$ cat src/rtl/fifo_ctrl_pkg.sv
// Shared types and helpers for the FIFO write/read-side control blocks.
// Holds the arbiter state encoding, default widths and a constant clog2.
package fifo_ctrl_pkg;

    typedef enum logic {
        IDLE = 1'b0,
        XFER = 1'b1
    } state_t;

    localparam int unsigned DEF_DATA_W    = 8;
    localparam int unsigned DEF_BURST_LEN = 16;

    function automatic int unsigned clog2(input int unsigned value);
        int unsigned res;
        res = 0;
        for (int unsigned i = 0; i < 32; i++) begin
            if ((64'd1 << i) < 64'(value)) begin
                res = i + 1;
            end
        end
        return res;
    endfunction

endpackage

$ cat src/rtl/fifo_wr_arbiter_rr_pick.sv
// Combinational round-robin picker: first valid index at or above rr_ptr, wrapping.
// Shared by the write arbiter and the read-side scheduler.
module rr_pick
    import fifo_ctrl_pkg::*;
#(
    parameter int unsigned NUM_REQ = 2,
    parameter int unsigned IDX_W   = (clog2(NUM_REQ) < 1) ? 1 : clog2(NUM_REQ)
) (
    input  logic [NUM_REQ-1:0] req_valid,
    input  logic [IDX_W-1:0]   rr_ptr,
    output logic [NUM_REQ-1:0] winner,
    output logic [IDX_W-1:0]   win_idx
);

    logic               found;
    int unsigned        idx;
    logic [NUM_REQ-1:0] valid_sh;

    always_comb begin
        winner   = '0;
        win_idx  = '0;
        found    = 1'b0;
        idx      = 0;
        valid_sh = '0;
        for (int unsigned k = 0; k < NUM_REQ; k++) begin
            idx      = (32'(rr_ptr) + k) % NUM_REQ;
            valid_sh = req_valid >> idx;
            if (!found && valid_sh[0]) begin
                found   = 1'b1;
                winner  = NUM_REQ'(1) << idx;
                win_idx = IDX_W'(idx);
            end
        end
    end

endmodule

$ cat src/rtl/fifo_wr_arbiter.sv
// Round-robin burst arbiter sharing one FIFO write port among NUM_REQ producers.
// One arbitration cycle in IDLE, then up to BURST_LEN beats in XFER; fifo_full stalls.
module fifo_wr_arbiter
    import fifo_ctrl_pkg::*;
#(
    parameter int unsigned NUM_REQ   = 2,
    parameter int unsigned DATA_W    = DEF_DATA_W,
    parameter int unsigned BURST_LEN = DEF_BURST_LEN
) (
    input  logic                      sys_clk,
    input  logic                      sys_rst,
    input  logic [NUM_REQ-1:0]        req_valid,
    input  logic [NUM_REQ*DATA_W-1:0] req_data,
    output logic [NUM_REQ-1:0]        req_ready,
    input  logic                      fifo_full,
    output logic                      fifo_wr_en,
    output logic [DATA_W-1:0]         fifo_wdata,
    output logic [NUM_REQ-1:0]        grant,
    output logic                      busy,
    output logic [15:0]               words_total
);

    localparam int unsigned IDX_W = (clog2(NUM_REQ) < 1) ? 1 : clog2(NUM_REQ);
    localparam int unsigned CNT_W = clog2(BURST_LEN + 1);
    localparam logic [CNT_W-1:0] LAST_BEAT = CNT_W'(BURST_LEN - 1);
    localparam logic [IDX_W-1:0] LAST_IDX  = IDX_W'(NUM_REQ - 1);

    state_t             state;
    logic [IDX_W-1:0]   gidx;
    logic [IDX_W-1:0]   rr_ptr;
    logic [IDX_W-1:0]   next_ptr;
    logic [IDX_W-1:0]   pick_idx;
    logic [NUM_REQ-1:0] pick_onehot;
    logic [CNT_W-1:0]   beat_cnt;
    logic [DATA_W-1:0]  wdata_sel;
    logic               in_xfer;
    logic               cur_valid;
    logic               fire;
    logic               burst_done;

    rr_pick #(
        .NUM_REQ (NUM_REQ),
        .IDX_W   (IDX_W)
    ) u_pick (
        .req_valid (req_valid),
        .rr_ptr    (rr_ptr),
        .winner    (pick_onehot),
        .win_idx   (pick_idx)
    );

    // grant is one-hot in XFER and zero in IDLE, so it doubles as the data/valid mux select
    always_comb begin
        wdata_sel = '0;
        for (int unsigned i = 0; i < NUM_REQ; i++) begin
            if (grant[i]) begin
                wdata_sel = req_data[i*DATA_W +: DATA_W];
            end
        end
    end

    always_comb begin
        in_xfer    = (state == XFER);
        cur_valid  = |(req_valid & grant);
        fire       = in_xfer && cur_valid && !fifo_full;
        burst_done = fire && (beat_cnt == LAST_BEAT);
        next_ptr   = (gidx == LAST_IDX) ? '0 : gidx + IDX_W'(1);
        fifo_wr_en = fire;
        fifo_wdata = in_xfer ? wdata_sel : '0;
        req_ready  = (in_xfer && !fifo_full) ? grant : '0;
    end

    always_ff @(posedge sys_clk) begin
        if (sys_rst) begin
            state       <= IDLE;
            grant       <= '0;
            gidx        <= '0;
            busy        <= 1'b0;
            rr_ptr      <= '0;
            beat_cnt    <= '0;
            words_total <= '0;
        end else begin
            if (fire) begin
                beat_cnt    <= beat_cnt + CNT_W'(1);
                words_total <= words_total + 16'd1;
            end
            case (state)
                IDLE: begin
                    if (|req_valid) begin
                        state    <= XFER;
                        grant    <= pick_onehot;
                        gidx     <= pick_idx;
                        busy     <= 1'b1;
                        beat_cnt <= '0;
                    end
                end
                XFER: begin
                    // a dry requester releases immediately; a full FIFO only stalls
                    if (burst_done || !cur_valid) begin
                        state  <= IDLE;
                        grant  <= '0;
                        busy   <= 1'b0;
                        rr_ptr <= next_ptr;
                    end
                end
                default: state <= IDLE;
            endcase
        end
    end

endmodule

$ cat config.mk
export PLATFORM = sky130hd
export DESIGN_NAME = fifo_wr_arbiter
export DESIGN_NICKNAME = d
export VERILOG_FILES = /design/src/rtl/fifo_ctrl_pkg.sv /design/src/rtl/fifo_wr_arbiter_rr_pick.sv /design/src/rtl/fifo_wr_arbiter.sv
export SDC_FILE = /design/constraint.sdc
export NUM_CORES = 1
export LEC_CHECK = 0
export ABC_CLOCK_PERIOD_IN_PS = 1900
export CAP_MARGIN = 20
export CORE_MARGIN = 1.5
export CORE_UTILIZATION = 39
export DETAILED_ROUTE_END_ITERATION = 8
export HOLD_SLACK_MARGIN = 0.05
export PLACE_DENSITY_LB_ADDON = 0.05
export SLEW_MARGIN = 20
export SYNTH_ARGS = -nofsm -noshare
export SYNTH_HDL_FRONTEND = slang
export SYNTH_SLANG_ARGS = --single-unit
$ cat constraint.sdc
create_clock -name sys_clk -period 1.9 [get_ports sys_clk]
set_clock_uncertainty 0.15 [all_clocks]
set_input_delay 0.38 -clock sys_clk [delete_from_list [all_inputs] [get_ports sys_clk]]
set_output_delay 0.38 -clock sys_clk [all_outputs]
set_load 0.1 [all_outputs]
==> impl_metrics.py, run 1 <==
metrics = {
    "status": {
        "outcome": "complete, but fails checks",
        "violations": "negative setup slack",
    },
    "final_layout": {
        "drive_above_1_share": 0.496,
        "synthToLayoutAreaGrowth_pct": 104,
        "n_antenna_cell": 0,
        "layoutNonFillerInstCount": 286,
        "final_nets": 265,
        "fin_util": 0.828,
        "fill_cells": 197,
    },
    "cts": {
        "h-tree-depth": 1,
        "clockBufferDepth": 2,
        "path_clk_slew_ps": 160,
        "clkLatencyLatePin_ps": 330,
        "clock-sinks": 27,
        "cts_tree": "yes",
        "cts_buffers": 3,
        "root_buffer": "clkbuf_4",
    },
    "global_routing": {
        "grt_pass1_wl_um": 6450,
        "antenna_found_initial": 0,
        "grt_pass1_vias": 1425,
        "grt_max_degree": 19,
        "grt_usage": 0.227,
        "grt_overflow": 0,
    },
    "die": {
        "initial_utilization": 0.406,
        "coreArea_um2": 3310,
        "std_cell_rows": 21,
        "die_area_um2": 3800,
        "chipWidth_um": 61.7,
        "die_y_um": 61.7,
        "ioPinCount": 51,
    },
    "yosys": {
        "ys_ff_latch": 27,
        "synth_cell_types": 37,
        "ys_warn_count": 0,
        "syn_inst": 160,
        "ys_seq_area_frac": 0.403,
        "syn_area_per_cell_um2": 8.39,
        "syn-cell-area_um2": 1340,
        "synth_nets": 184,
    },
    "timing": {
        "timing.final.crit_share": 1.03,
        "max_slew_margin": 0.795,
        "grt_setup_unrepaired": "yes",
        "fmax_mhz": 509,
        "fin_ws_ps": -64.2,
        "worst_hold_slack_ps": 334,
        "finalSetupViolCount": 9,
        "hold_violations": 0,
        "slew_viol_final": 0,
        "worst_pin_slew_ps": 305,
        "min_period_ps": 1960,
    },
    "power": {
        "seqPwrFrac": 0.448,
        "swShare": 0.335,
        "power_frac_comb": 0.340,
        "p_int_mw": 0.862,
        "p_leak_nw": 1.01,
        "pwr-share-clk": 0.213,
        "p_sw_mw": 0.435,
        "ir_drop_mv": 0.273,
        "powerDensity_nw_per_um2": 473,
    },
    "setup_path": {
        "startpoint_type": "register",
        "cp.arrival_ps": 1430,
        "required_ps": 1370,
        "cp_max_fo": 8,
        "end_kind": "output port",
        "path_class": "reg -> out",
    },
    "routing": {
        "vias": 1502,
        "drt_wl_total_um": 4510,
        "drt_pass1_iterations": 4,
        "drc": 0,
        "wire_per_inst_um": 15.8,
        "drt_iter0_markers": 92,
        "viasPerCell": 5.25,
        "drtAntennaViolNets": 0,
    },
    "place": {
        "dp.cells": 268,
        "hpwl_um": 2960,
        "io_buffers": 50,
        "routabilityCongestion": 0.799,
    },
    "flow_run": {
        "cap_violations": 0,
    },
    "worst_hold_path": {
        "hp-class": "reg -> reg",
    },
}
cells by family after synthesis:
kind of cell               count (synthesis)  synth area share
AOI/OAI and AO/OA                         40             0.189
xor gates and xnor gates                   9            0.0587
adders and majority gates                  3            0.0280
buffers and inverters                     12            0.0345
DFF                                       27             0.403
muxes                                      1           0.00839
and+or+nand+nor                           68             0.279
cell usage after synthesis:
cell       count  share of area
nand2b_1       3          0.014
a22oi_1        8          0.045
a22oi_2        1         0.0093
o21a_1         1         0.0056
clkbuf_1       6          0.017
or3_1          8          0.037
nand2_1        5          0.014
a22o_1         1         0.0065
and2_1         2         0.0093
nand3_1        6          0.022
ha_1           3          0.028
a21o_1         1         0.0056
xor2_1         3          0.020
a21boi_0       1         0.0056
and4_1         1         0.0065
or2_2          1         0.0047
nor2b_1       10          0.047
and3_1         2         0.0093
a21oi_1       12          0.045
nand4bb_1      1         0.0084
o31a_1         1         0.0065
mux2_2         1         0.0084
a31o_2         1         0.0065
or4b_1         1         0.0075
and4b_1        1         0.0075
dfxtp_1       27           0.40
o31ai_1        1         0.0056
inv_1          5          0.014
nor2_1        17          0.048
xnor2_1        6          0.039
nand3b_1       1         0.0056
or4_1          1         0.0056
o21ai_0       10          0.037
a211oi_1       2          0.011
buf_2          1         0.0037
nand4_1        3          0.014
nor3_1         5          0.019
worst max-delay path, stage by stage, from the launching register on:
cell     delay [ps]
dfxtp_4         400
nor2b_4         170
buf_12          140
a22oi_2          70
nor2b_4         140
buf_12          180
power groups by stage:
stage / Combinational [mW] / Sequential, mW / Clock [mW]
2_1_floorplan: 0.172 / 0.636 / 0
3_3_place_gp: 0.370 / 0.591 / 0
3_5_place_dp: 0.376 / 0.592 / 0
4_1_cts: 0.423 / 0.578 / 0.273
5_1_grt: 0.457 / 0.582 / 0.307
6_report: 0.440 / 0.580 / 0.276
final cells by class:
class	count	area (um^2)	share of cell area
tap	46	57.6	0.0210
clock buffer	3	22.5	0.00822
multi-input combinational	121	928	0.339
sequential	27	594	0.217
timing repair buffer	83	1110	0.405
inverter	5	18.8	0.00685
clock inverter	1	8.76	0.00320
metal layers:
layer  track usage  part of all wire
met1         0.255              0.38
met2         0.429              0.56
met3        0.0441             0.031
met4        0.0638             0.024
met5             0                 0
sequential cells by signal (all words and copies together) (netlist names):
name         flops
busy             1
grant            2
in_xfer          1
beat_cnt         5
words_total     16
gidx             1
rr_ptr           1
worst paths after layout:
path,depth (start not counted),slack (ps),end,startpoint
setup reg to reg,5,-10,words_total[14],words_total[1]
setup / recovery,5,-60,fifo_wdata[6],grant[0]
hold reg to reg,1,330,rr_ptr,gidx
hold / removal,1,330,rr_ptr,gidx
repair_timing:
item                       4_1_cts  5_1_grt
setup endpoints to repair       18       18
pin swaps                        2        7
hold buffers                     0        0
buffers inserted                 7        7
resized for setup               13        9
stage by stage:
stage	worst slack (ps)	total power, mW	TNS [ps]	area (um^2)
global placement	-376	0.961	-3880	2510
detailed placement	-406	0.967	-4330	2510
finish	-64.2	1.30	-451	2740
CTS	-26.8	1.27	-168	2660
floorplan	-195	0.808	-1730	1540
global route	-115	1.35	-1080	2740
cells in the final DEF, fill, tap and decap left out, types with 3 or more instances in the layout:
cell,instances
buf_12,34
buf_4,25
clkdlybuf4s50_1,17
nor2_1,15
dfxtp_4,12
a21oi_1,11
nor2b_4,10
o21ai_0,10
a22oi_2,9
dfxtp_1,8
dfxtp_2,7
xnor2_1,6
nand3_1,6
or3_1,6
inv_1,5
nor3_1,5
nand2_1,5
buf_6,4
nand4_1,3
xor2_1,3
clkbuf_4,3
dlygate4sd2_1,3
Power figures use the tool's default switching activity.
==> inputs of run 2 (changes only) <==
--- a/config.mk
+++ b/config.mk
@@ -10,6 +10,7 @@
 export CORE_MARGIN = 1.5
 export CORE_UTILIZATION = 39
 export DETAILED_ROUTE_END_ITERATION = 8
+export GPL_TIMING_DRIVEN = 1
 export HOLD_SLACK_MARGIN = 0.05
 export PLACE_DENSITY_LB_ADDON = 0.05
 export SLEW_MARGIN = 20
==> results of run 2 <==
No change in the layout: final DEF, timing and power equal those of run 1.
